[config.mk]
export PLATFORM = sky130hd
export DESIGN_NAME = pong_game_controller_flat
export DESIGN_NICKNAME = d
export VERILOG_FILES = /design/src/rtl/pong_game_controller_if.sv /design/src/rtl/pong_game_controller.sv /design/src/flat_wrapper.sv
export SDC_FILE = /design/constraint.sdc
export NUM_CORES = 1
export LEC_CHECK = 0
export CORE_MARGIN = 8
export CORE_UTILIZATION = 52
export CTS_CLUSTER_SIZE = 10
export DETAILED_ROUTE_END_ITERATION = 8
export HOLD_SLACK_MARGIN = 0.1
export MAX_ROUTING_LAYER = met4
export PLACE_DENSITY = 0.89
export SLEW_MARGIN = 15
export SYNTH_ARGS = -nofsm -noshare
export SYNTH_HDL_FRONTEND = slang
export SYNTH_SLANG_ARGS = --single-unit
[constraint.sdc]
create_clock -name clk -period 2.6 [get_ports clk]
set_input_delay 0.78 -clock clk [delete_from_list [all_inputs] [get_ports clk]]
set_output_delay 0.78 -clock clk [all_outputs]
set_load 0.02 [all_outputs]
[src/rtl/pong_game_controller_if.sv]
// ----------------------------------------------------------------------------
// pong_game_controller_if
// Purpose : bundles the signals exchanged between the match-level controller
//           and its environment (timebase, button, ball/score logic).
// Signals :
//   tick_1ms     1 ms strobe, one clk wide
//   start_btn    raw asynchronous start push button, active-high
//   p1_score     player-1 score from ball logic
//   p2_score     player-2 score from ball logic
//   game_state   00 IDLE, 01 PLAY, 10 SERVE, 11 OVER
//   winner       00 none, 01 player 1, 10 player 2
//   score_clear  one-clk pulse telling ball logic to restart the match
//   pause_left   remaining SERVE ticks, 0 outside SERVE
// Modports:
//   master  the controller (drives game_state/winner/score_clear/pause_left)
//   slave   the environment (drives tick, button and scores)
// ----------------------------------------------------------------------------
interface pong_game_controller_if;
    logic       tick_1ms;
    logic       start_btn;
    logic [3:0] p1_score;
    logic [3:0] p2_score;
    logic [1:0] game_state;
    logic [1:0] winner;
    logic       score_clear;
    logic [9:0] pause_left;

    modport master (
        input  tick_1ms, start_btn, p1_score, p2_score,
        output game_state, winner, score_clear, pause_left
    );

    modport slave (
        output tick_1ms, start_btn, p1_score, p2_score,
        input  game_state, winner, score_clear, pause_left
    );
endinterface

[src/rtl/pong_game_controller.sv]
// ----------------------------------------------------------------------------
// pong_game_controller
// Purpose : match-level FSM for Pong. Detects points by watching the scores
//           reported by the ball logic, holds a serve pause after each point,
//           declares the winner and issues a one-clk score_clear pulse so a
//           new match starts without a global reset.
// Ports   :
//   clk     system (pixel) clock
//   reset   synchronous, active-high reset
//   bus     pong_game_controller_if.master (tick, button, scores in;
//           game_state, winner, score_clear, pause_left out)
// Parameters:
//   WIN_SCORE    score that ends the match (1..15)
//   PAUSE_MS     tick_1ms pulses spent in SERVE after each point (1..1023)
//   DEBOUNCE_MS  button stable time in ticks (only with START_DEBOUNCE_EN)
// Configuration macro:
//   START_DEBOUNCE_EN  when defined, the synchronized button must be stable
//                      for DEBOUNCE_MS ticks before its level is accepted.
//                      When undefined, the raw synchronized level is used.
// ----------------------------------------------------------------------------
module pong_game_controller #(
    parameter logic [3:0]  WIN_SCORE   = 4'd9,
    parameter int unsigned PAUSE_MS    = 500
`ifdef START_DEBOUNCE_EN
    ,
    parameter int unsigned DEBOUNCE_MS = 20
`endif
) (
    input  logic                          clk,
    input  logic                          reset,
    pong_game_controller_if.master        bus
);

    localparam logic [9:0] PAUSE_LOAD = 10'(PAUSE_MS);

    typedef enum logic [1:0] {
        ST_IDLE  = 2'b00,
        ST_PLAY  = 2'b01,
        ST_SERVE = 2'b10,
        ST_OVER  = 2'b11
    } state_t;

    // ------------------------------------------------------------------
    // Start button: 2-flop synchronizer, optional debounce, edge detect
    // ------------------------------------------------------------------
    logic r_sync1;
    logic r_sync2;
    logic r_sync_vld;    // r_sync1 holds a real button sample (not reset value)
    logic r_armed;       // button has been seen released since reset
    logic r_level_prev;
    logic w_level;
    logic w_start_pulse;

    // A button held through reset must not look like a fresh press once the
    // synchronizer fills, so edges only count after a released sample.
    always_ff @(posedge clk) begin
        if (reset) begin
            r_sync1      <= 1'b0;
            r_sync2      <= 1'b0;
            r_sync_vld   <= 1'b0;
            r_armed      <= 1'b0;
            r_level_prev <= 1'b0;
        end else begin
            // NOTE: non-blocking assignments make every flop sample the
            // pre-edge value of its source, which is what builds the chain.
            r_sync1      <= bus.start_btn;
            r_sync2      <= r_sync1;
            r_sync_vld   <= 1'b1;
            r_level_prev <= w_level;
            if (r_sync_vld && !r_sync1) begin
                r_armed <= 1'b1;
            end
        end
    end

`ifdef START_DEBOUNCE_EN
    localparam int DB_W = $clog2(DEBOUNCE_MS + 1);
    localparam logic [DB_W-1:0] DB_LAST = DB_W'(DEBOUNCE_MS - 1);

    logic [DB_W-1:0] r_db_cnt;
    logic            r_db_level;

    // Count consecutive ticks on which the synchronized level differs from
    // the accepted level; any return to the accepted level restarts the run.
    always_ff @(posedge clk) begin
        if (reset) begin
            r_db_cnt   <= '0;
            r_db_level <= 1'b0;
        end else if (r_sync2 == r_db_level) begin
            r_db_cnt <= '0;
        end else if (bus.tick_1ms) begin
            if (r_db_cnt == DB_LAST) begin
                r_db_level <= r_sync2;
                r_db_cnt   <= '0;
            end else begin
                r_db_cnt <= r_db_cnt + 1'b1;
            end
        end
    end

    assign w_level = r_db_level;
`else
    assign w_level = r_sync2;
`endif

    assign w_start_pulse = w_level & ~r_level_prev & r_armed;

    // ------------------------------------------------------------------
    // Match FSM
    // ------------------------------------------------------------------
    state_t     r_state;
    state_t     w_state_nxt;
    logic [1:0] r_winner;
    logic [1:0] w_winner_nxt;
    logic [9:0] r_pause;
    logic [9:0] w_pause_nxt;
    logic [3:0] r_snap_p1;
    logic [3:0] r_snap_p2;
    logic [3:0] w_snap_p1_nxt;
    logic [3:0] w_snap_p2_nxt;
    logic       w_score_clear;
    logic       w_point;

    // Any difference from the snapshot is a point, including decreases and
    // wraps; a simultaneous change of both scores is still a single point.
    assign w_point = ({bus.p1_score, bus.p2_score} != {r_snap_p1, r_snap_p2});

    always_comb begin
        // NOTE: every output of this block gets a default first so no path
        // leaves a variable unassigned, which would infer a latch.
        w_state_nxt   = r_state;
        w_winner_nxt  = r_winner;
        w_pause_nxt   = r_pause;
        w_snap_p1_nxt = r_snap_p1;
        w_snap_p2_nxt = r_snap_p2;
        w_score_clear = 1'b0;

        case (r_state)
            ST_IDLE: begin
                w_pause_nxt = '0;
                if (w_start_pulse) begin
                    w_score_clear = 1'b1;
                    w_snap_p1_nxt = '0;
                    w_snap_p2_nxt = '0;
                    w_winner_nxt  = 2'b00;
                    w_pause_nxt   = PAUSE_LOAD;
                    w_state_nxt   = ST_SERVE;
                end
            end

            ST_SERVE: begin
                // start_pulse is deliberately ignored here.
                if (bus.tick_1ms) begin
                    if (r_pause <= 10'd1) begin
                        w_pause_nxt = '0;
                        w_state_nxt = ST_PLAY;
                    end else begin
                        w_pause_nxt = r_pause - 10'd1;
                    end
                end
            end

            ST_PLAY: begin
                w_pause_nxt = '0;
                if (w_point) begin
                    w_snap_p1_nxt = bus.p1_score;
                    w_snap_p2_nxt = bus.p2_score;
                    // Player 1 is checked first so it wins a simultaneous finish.
                    if (bus.p1_score >= WIN_SCORE) begin
                        w_winner_nxt = 2'b01;
                        w_state_nxt  = ST_OVER;
                    end else if (bus.p2_score >= WIN_SCORE) begin
                        w_winner_nxt = 2'b10;
                        w_state_nxt  = ST_OVER;
                    end else begin
                        w_pause_nxt = PAUSE_LOAD;
                        w_state_nxt = ST_SERVE;
                    end
                end
            end

            ST_OVER: begin
                w_pause_nxt = '0;
                if (w_start_pulse) begin
                    w_score_clear = 1'b1;
                    w_winner_nxt  = 2'b00;
                    w_state_nxt   = ST_IDLE;
                end
            end

            default: begin
                w_state_nxt  = ST_IDLE;
                w_winner_nxt = 2'b00;
                w_pause_nxt  = '0;
            end
        endcase
    end

    always_ff @(posedge clk) begin
        if (reset) begin
            r_state   <= ST_IDLE;
            r_winner  <= 2'b00;
            r_pause   <= '0;
            // NOTE: the score snapshot is reset rather than left to power-up
            // value because the first PLAY comparison depends on it.
            r_snap_p1 <= '0;
            r_snap_p2 <= '0;
        end else begin
            r_state   <= w_state_nxt;
            r_winner  <= w_winner_nxt;
            r_pause   <= w_pause_nxt;
            r_snap_p1 <= w_snap_p1_nxt;
            r_snap_p2 <= w_snap_p2_nxt;
        end
    end

    assign bus.game_state  = r_state;
    assign bus.winner      = r_winner;
    assign bus.pause_left  = r_pause;
    assign bus.score_clear = w_score_clear;

endmodule

[src/flat_wrapper.sv]
// flat-port wrapper written by rule: the top's interface ports become plain ports
module pong_game_controller_flat 
#(
    parameter logic [3:0]  WIN_SCORE   = 4'd9,
    parameter int unsigned PAUSE_MS    = 500

)
  (clk, reset, bus_tick_1ms, bus_start_btn, bus_p1_score, bus_p2_score, bus_game_state, bus_winner, bus_score_clear, bus_pause_left);
  pong_game_controller_if bus_i ();
  input  logic clk;
  input  logic reset;
  input wire logic [$bits(bus_i.tick_1ms)-1:0] bus_tick_1ms;
  input wire logic [$bits(bus_i.start_btn)-1:0] bus_start_btn;
  input wire logic [$bits(bus_i.p1_score)-1:0] bus_p1_score;
  input wire logic [$bits(bus_i.p2_score)-1:0] bus_p2_score;
  output wire logic [$bits(bus_i.game_state)-1:0] bus_game_state;
  output wire logic [$bits(bus_i.winner)-1:0] bus_winner;
  output wire logic [$bits(bus_i.score_clear)-1:0] bus_score_clear;
  output wire logic [$bits(bus_i.pause_left)-1:0] bus_pause_left;
  assign bus_i.tick_1ms = bus_tick_1ms;
  assign bus_i.start_btn = bus_start_btn;
  assign bus_i.p1_score = bus_p1_score;
  assign bus_i.p2_score = bus_p2_score;
  assign bus_game_state = bus_i.game_state;
  assign bus_winner = bus_i.winner;
  assign bus_score_clear = bus_i.score_clear;
  assign bus_pause_left = bus_i.pause_left;
  pong_game_controller #(.WIN_SCORE(WIN_SCORE), .PAUSE_MS(PAUSE_MS)) u_core (.clk(clk), .reset(reset), .bus(bus_i));
endmodule
---- Word-level counts from Yosys, hierarchy flattened ----
Index checks and enable logic that the tools add are counted.
word-level totals
  flip-flop bits (word level) ............. 27
  bits of input ports ..................... 12
  output and inout port bits .............. 15
  word-level logic and storage cells ...... 64
operators by class
  add/sub/neg operators ................... 1
  order comparisons ....................... 3
  equal/unequal tests ..................... 11
  multiplexer cells ....................... 27
  bitwise gates (word level) .............. 3
  reductions and logical operators ........ 9
operators by type and width
  operator               count
  $mux 10                4
  $pmux 10 s4            1
  $mux 2                 9
  $mux 9                 2
  $pmux 4 s2             2
  $mux 4                 3
  $le 10x1->1 const B    1
  $ne 2x1->1 const B     5
  $sub 10x1->10 const B  1
  $ge 4x4->1 const B     2
  $ne 8x8->1             1
  $pmux 2 s4             1
  $reduce_and 5->1       1
  $eq 2x2->1 const B     2
  $mux 1                 4
  $pmux 2 s2             1
  $reduce_and 4->1       1
  $reduce_bool 2->1      2
  $ne 3x1->1 const B     1
  $reduce_and 3->1       1
  $and 1x1->1            2
  $eq 2x1->1 const B     1
  $logic_not 2->1        1
  $ne 2x2->1 const B     1
  4 further kinds        4

---- Longest topological paths before layout ----
Gate-level depths: netlist (run 1).
  word-level depth ........................ 5
  mapped depth ............................ 8
  depth with buffers taken out ............ 7

---- Worst setup path after synthesis (run 1) ----
OpenSTA, ideal clock, no wires.
  kind .................................... reg-to-output
  from .................................... register u_core.r_state[0], in the netlist u_core.bus.game_state[0]
  to ...................................... output bus_score_clear
  arrival time ............................ 1730 ps
  data required time ...................... 1820 ps
  slack ................................... 90 ps
  stages on the path, launching flop included .. 4
  path buffers ............................ 0
  cells stage by stage .................... dfxtp_1 -> inv_1 -> ha_1 -> nor4bb_1
on the way
  cells in the longest elaborated chain, start to end .. 3
  elaborated cells between the ends (all ways) .. 4
  classes of those cells .................. eq/ne: 1; mux: 1; reduce/logical: 2
ends and longest elaborated chain
  item                                           line                         text
  start, declared                                pong_game_controller.sv:111  state_t r_state;
  start signal, assigned                         pong_game_controller.sv:209  r_state <= w_state_nxt;
  $eq 2x2->1 or $logic_not 2->1 (tied branches)  pong_game_controller.sv:138  case (r_state)
  $reduce_or 2->1 (no source line) *             n/a
  $mux 1 *                                       n/a
  end, declared                                  flat_wrapper.sv:18           output wire logic [$bits(bus_i.score_clear)-1:0] bus_score_clear;
Mark *: on every way between the ends. The rest lies on a longest branch, timed or not.

---- Worst setup path after layout (run 1) ----
Same ends and word-level chain as after synthesis.

==> results of run 1 <==
-- logic make-up (layout without fill, tap and decap cells) --
kind of cell | Yosys count | after routing
DFF | 27 | 27
muxes | 4 | 4
and+or+nand+nor | 61 | 61
buffers and inverters | 18 | 51
xor gates and xnor gates | 8 | 8
adders and majority gates | 6 | 6
AOI/OAI and AO/OA | 48 | 48
-- synthesized netlist by cell type (3+ instances only) --
library cell	count
dfxtp_1	27
a21oi_1	12
nand2_1	10
nor2_1	10
nor3b_1	10
inv_1	9
a41o_1	8
clkbuf_1	8
xor2_1	8
o21ai_0	7
ha_1	6
nor3_1	6
a211oi_1	5
nor4_1	5
nand3_1	4
nor2b_1	4
mux2i_1	3
nand3b_1	3
-- what timing repair did --
| item | 4_1_cts | 5_1_grt |
|---|---|---|
| pin swaps | 0 | 0 |
| buffers inserted | 0 | 0 |
| gates cloned | 0 | 0 |
| resized for setup | 4 | 1 |
| endpoints found under the setup margin | 1 | 1 |
-- layout make-up --
type	instances	area, um^2
repair buffers	38	352
clock buffers	3	22.5
well taps	31	38.8
fillers	221	833
flip-flops and latches	27	541
multi-input cells	127	930
clock inverters	1	7.51
inverters	9	33.8
-- metrics by stage --
step                      setup WS (ns)  area (um^2)
after floorplan                  0.0903         1520
after global placement           0.0346         1870
after detailed placement        -0.0613         1870
after CTS                        0.0857         1920
after global routing            0.00915         1920
final                             0.109         1920
-- flip-flops by register name (all words and copies together), names as in the netlist --
register and cells:
u_core.bus.pause_left 10, u_core.r_snap_p1 4, u_core.r_snap_p2 4, u_core.bus.game_state 2
u_core.bus.winner 2, u_core.r_armed 1, u_core.r_level_prev 1, u_core.r_sync1 1
u_core.r_sync2 1, u_core.r_sync_vld 1
-- cell usage in the layout, fill, tap and decap left out, types with 2 or more instances in the layout --
cell type        synthesis  layout
nor4_1                   5       5
nor3b_1                 10      10
a211oi_1                 5       5
clkbuf_4                 0       3
a31oi_1                  2       2
xor2_1                   8       8
ha_1                     6       5
dfxtp_1                 27      27
a21oi_1                 12      12
o31a_1                   2       2
clkdlybuf4s50_1          0      25
nand2_1                 10      10
or4_1                    2       2
buf_4                    0      12
o21ai_0                  7       7
inv_1                    9       9
mux2i_1                  3       3
nand3b_1                 3       3
nor2b_1                  4       4
nor3_1                   6       6
nor2_1                  10      10
nand3_1                  4       4
a41o_1                   8       8
-- routing by layer --
layer / track usage (%) / vias to the layer above / routed length [um]
li1: - / 706 / -
met2: 28.5 / 33 / 2030
met4: 2.23 / 0 / 19
met3: 4.24 / 4 / 165
met5: - / - / 0
met1: 17.3 / 687 / 1720
-- final timing paths --
check                                                   endpoint  slack, ns                                  start  depth (start not counted)
worst max-delay path                             bus_score_clear       0.11  u_core.bus.game_state[0]$_SDFFE_PP0P_                          5
worst min-delay path                   u_core.r_sync2$_SDFF_PP0_       0.46              u_core.r_sync1$_SDFF_PP0_                          2
worst max register to register  u_core.r_snap_p2[0]$_SDFFE_PP0P_       0.38  u_core.bus.game_state[1]$_SDFFE_PP0P_                          9
worst min register to register         u_core.r_sync2$_SDFF_PP0_       0.46              u_core.r_sync1$_SDFF_PP0_                          2
-- power breakdown --
part,internal (mW),leakage [nW],total [mW],switching [mW]
combinational,0.284,0.541,0.631,0.347
clock,0.0592,0.0139,0.197,0.138
sequential,0.447,0.219,0.490,0.0433
-- worst reg2reg max path, delay by kind of cell, from the launching register on --
family | cells | cell delay [ns]
buffers and inverters | 4 | 0.61
adders and majority gates | 1 | 0.48
AOI/OAI and AO/OA | 2 | 0.36
DFF | 1 | 0.34
muxes | 1 | 0.28
and+or+nand+nor | 1 | 0.07
==> impl_metrics.tcl, run 1 <==
set metrics [dict create \
    status "completed" \
    tns_ns 0 \
    startpoint_type "flip-flop" \
    cts_tree "built" \
    cts-root-buf "clkbuf_4" \
    finalPower_mw 1.32 \
    ir_worst_vdd_mv 0.637 \
    firstDrtPassIters 4 \
    setup-violations-final 0 \
    io_buffers 26 \
    hold_ws_ns 0.457 \
    io_pins 27 \
    drive_gt1_share_pct 12.7 \
    path_buf_inv 3 \
    crit_family "buffers and inverters" \
    cts.sinks 27 \
    fmax_mhz 402 \
    synth_cells 172 \
    wl_mm 3.93 \
    slew-limit-headroom_pct 65.0 \
    yosysWarnings 0 \
    hp-class "reg2reg" \
    hold_viol_final 0 \
    synth.area.mux_share_pct 2.72 \
    cellPowerDensity_mw_per_mm2 685 \
    path_clk_slew_ns 0.16 \
    worstPathMaxFanout 4 \
    syn-cell-area_mm2 0.00152 \
    insertion_delay_ns 0.34 \
    grt_pass1_vias 1453 \
    diodes 0 \
    tightest_slew_ns 0.525 \
    num_rows 19 \
    async_reset_ff_share_pct 0 \
    synth.distinct_cells 42 \
    slowest_delay_ns 0.36 \
    die_h_um 70.1 \
    synth-compound-area-share_pct 23.6 \
    p_leak_nw 0.775 \
    grt-ovfl-total 0 \
    synth_nets 190 \
    synth_top_family_by_area "simple AND/OR/NAND/NOR gates" \
    cp-end-kind "output port" \
    dp_cells 232 \
    drc 0 \
    slowest_stage "dfxtp_1" \
    htree_levels 1 \
    num_vias 1430 \
    crit_type "reg2out" \
    grt_max_degree 17 \
    synthAdderAreaFrac_pct 4.94 \
    rsz0062_at_grt "no" \
    cts.path.max_buffers 2 \
    yosysSeqAreaShare_pct 35.6 \
    synth_top_cell_by_area "dfxtp_1" \
    ant_nets 0 \
    cp_cell_sequence "inv_1 -> ha_4 -> nor4bb_2 -> buf_4 -> clkdlybuf4s15_2" \
    fin_nets 224 \
    grtUsageTotal_pct 15.8 \
    hpwl_mm 3.01 \
    synth-edff-count 0 \
    holdBufCountCts 0 \
    drv_cap 0 \
    cts_buffers 3 \
    worst_ep_arrival_time_ns 1.71 \
    die_area_mm2 0.00491 \
    antenna_found_initial 0 \
    final_max_slew_viol_count 0 \
    stdcell_count 236 \
    synthXorXnorAreaFrac_pct 4.61 \
    start_util_pct 55.1 \
    ys_seq_elements 27 \
    wire_per_inst_um 16.7 \
    gp_congestion 0.873 \
    final.setup_skew_ns 0.00411 \
    synth_ff_type "dfxtp_1" \
    synth_area_leaders "dfxtp_1 (36%), a41o_1 (5.3%), ha_1 (4.9%), nor3b_1 (4.9%), xor2_1 (4.6%)" \
    utilization_pct 69.8 \
    syn_to_final_growth_pct 26.6 \
    period_minus_slack_ns 2.49 \
    core_area_mm2 0.00276 \
    die_w_um 70.1 \
    synth.top_cell.area_share_pct 35.6 \
    via_per_inst 6.06 \
    syn_avg_cell_area_um2 8.84 \
    grt_pass1_wl_mm 6.58 \
    period_share_pct 95.8 \
    cp_data_required_time_ns 1.82 \
    drtIter0Drc 81 \
    synthSimpleGateAreaFrac_pct 24.0 \
]
No activity file was read; power rests on OpenSTA's default activity.
==> inputs of run 2 (changes only) <==
Settings changed: CAP_MARGIN set to 30.
==> results of run 2 <==
Same layout as run 1: the final DEF is identical, and so are final timing and power.
==> inputs of run 3 (changes only) <==
Settings changed: CORE_MARGIN 8 to not set.
==> impl_metrics.tcl, run 3 (synthesized netlist as in run 1, its figures left out) <==
set metrics [dict create \
    status "completed" \
    syn_to_final_growth_pct 26.2 \
    num_vias 1510 \
    fin_nets 224 \
    r2r_cells 9 \
    rsz0062_at_grt "no" \
    io_buffers 26 \
    cp-startpoint "u_core.bus.game_state[0]$_SDFFE_PP0P_" \
    fmax_mhz 401 \
    crit_end "bus_score_clear" \
    core_area_mm2 0.00276 \
    grt-ovfl-total 0 \
    worstReg2RegStart "u_core.bus.game_state[1]$_SDFFE_PP0P_" \
    hpwl_mm 2.80 \
    slew-limit-headroom_pct 61.7 \
    p_leak_nw 0.777 \
    die_h_um 56.1 \
    period_minus_slack_ns 2.50 \
    drive_gt1_share_pct 12.2 \
    htree_levels 1 \
    grt_max_degree 17 \
    dpl_worst_slack_ns -0.0458 \
    crit_type "reg2out" \
    drc 0 \
    io_pins 27 \
    utilization_pct 69.6 \
    grt_pass1_wl_mm 6.32 \
    stdcell_count 236 \
    layout_common_cells "dfxtp_1 (27), clkdlybuf4s50_1 (25), a21oi_1 (12), buf_4 (12)" \
    firstDrtPassIters 4 \
    ant_nets 0 \
    tightest_slew_ns 0.573 \
    path_clk_slew_ns 0.15 \
    cts_setup_buffers 0 \
    r2r_setup_slack_ns 0.40 \
    hold_ws_ns 0.476 \
    grtUsageTotal_pct 25.6 \
    largest_reg_flops 10 \
    final_max_slew_viol_count 0 \
    die_w_um 56.1 \
    hold_viol_final 0 \
    final.setup_skew_ns 0.00594 \
    num_rows 19 \
    drtIter0Drc 59 \
    holdBufCountCts 0 \
    diodes 0 \
    timing.final.ws_setup_ns 0.103 \
    startpoint_type "flip-flop" \
    drv_cap 0 \
    start_util_pct 55.1 \
    wl_mm 3.84 \
    setup-violations-final 0 \
    r2r-end "u_core.r_snap_p1[2]$_SDFFE_PP0P_" \
    hp-class "reg2reg" \
    cp-end-kind "output port" \
    dp_cells 232 \
    via_per_inst 6.40 \
    antenna_found_initial 0 \
    cts.sinks 27 \
    grt_pass1_vias 1489 \
    period_share_pct 96.0 \
    worstPathMaxFanout 4 \
    die_area_mm2 0.00314 \
    cts.path.max_buffers 2 \
    gp_congestion 0.875 \
    wire_per_inst_um 16.3 \
    cts_tree "built" \
    ir_worst_vdd_mv 0.486 \
    final_common_cell "dfxtp_1" \
    cts-root-buf "clkbuf_4" \
    finalPower_mw 1.29 \
    insertion_delay_ns 0.33 \
    cp_data_required_time_ns 1.82 \
    worst_ep_arrival_time_ns 1.72 \
    cellPowerDensity_mw_per_mm2 675 \
    cts_buffers 3 \
]
## run 3: per-stage QoR
stage / setup TNS [ns] / area (um^2)
after floorplan: 0 / 1520
after global placement: 0 / 1870
after detailed placement: -0.269 / 1870
after CTS: 0 / 1900
after global routing: 0 / 1920
final: 0 / 1920
## run 3: power by group
part	total (mW)	switching, mW	internal, mW
sequential	0.489	0.0422	0.447
clock	0.185	0.127	0.0578
combinational	0.621	0.354	0.267
## run 3: layout make-up
type	instances	area (um^2)
fill	240	840
timing repair buffer	38	352
clock inverter	1	5.00
clock buffer	3	22.5
multi-input combinational	127	926
sequential	27	541
tap	31	38.8
inverter	9	33.8
## run 3: timing repair
item,4_1_cts,5_1_grt
resized for setup,4,2
gates cloned,0,0
setup endpoints to repair,1,1
endpoints found under the hold margin,0,0
## run 3: layer usage
metal  global-route usage (%)  vias up  wire (um)
met4                     9.41        0         63
li1                         -      706          -
met5                        -        -          0
met2                     44.4       67       1920
met3                     3.49        8        213
met1                     30.2      729       1640
## run 3: worst min-delay path by stage
stage                                       from                           endpoint  slack, ns  cells past startpoint
2_1_floorplan          u_core.r_sync1$_SDFF_PP0_          u_core.r_sync2$_SDFF_PP0_       0.42                      2
3_3_place_gp           u_core.r_sync1$_SDFF_PP0_          u_core.r_sync2$_SDFF_PP0_       0.42                      2
3_5_place_dp           u_core.r_sync1$_SDFF_PP0_          u_core.r_sync2$_SDFF_PP0_       0.44                      2
4_1_cts                u_core.r_sync1$_SDFF_PP0_          u_core.r_sync2$_SDFF_PP0_       0.47                      2
5_1_grt        u_core.bus.winner[0]$_SDFFE_PP0P_  u_core.bus.winner[0]$_SDFFE_PP0P_       0.49                      2
6_report               u_core.r_sync1$_SDFF_PP0_          u_core.r_sync2$_SDFF_PP0_       0.48                      2
## run 3: worst max-delay path, cell delays in order (launching register included)
cell and delay (ns):
dfxtp_1 0.36, inv_1 0.06, ha_1 0.37, nor4bb_4 0.30, clkdlybuf4s15_2 0.30
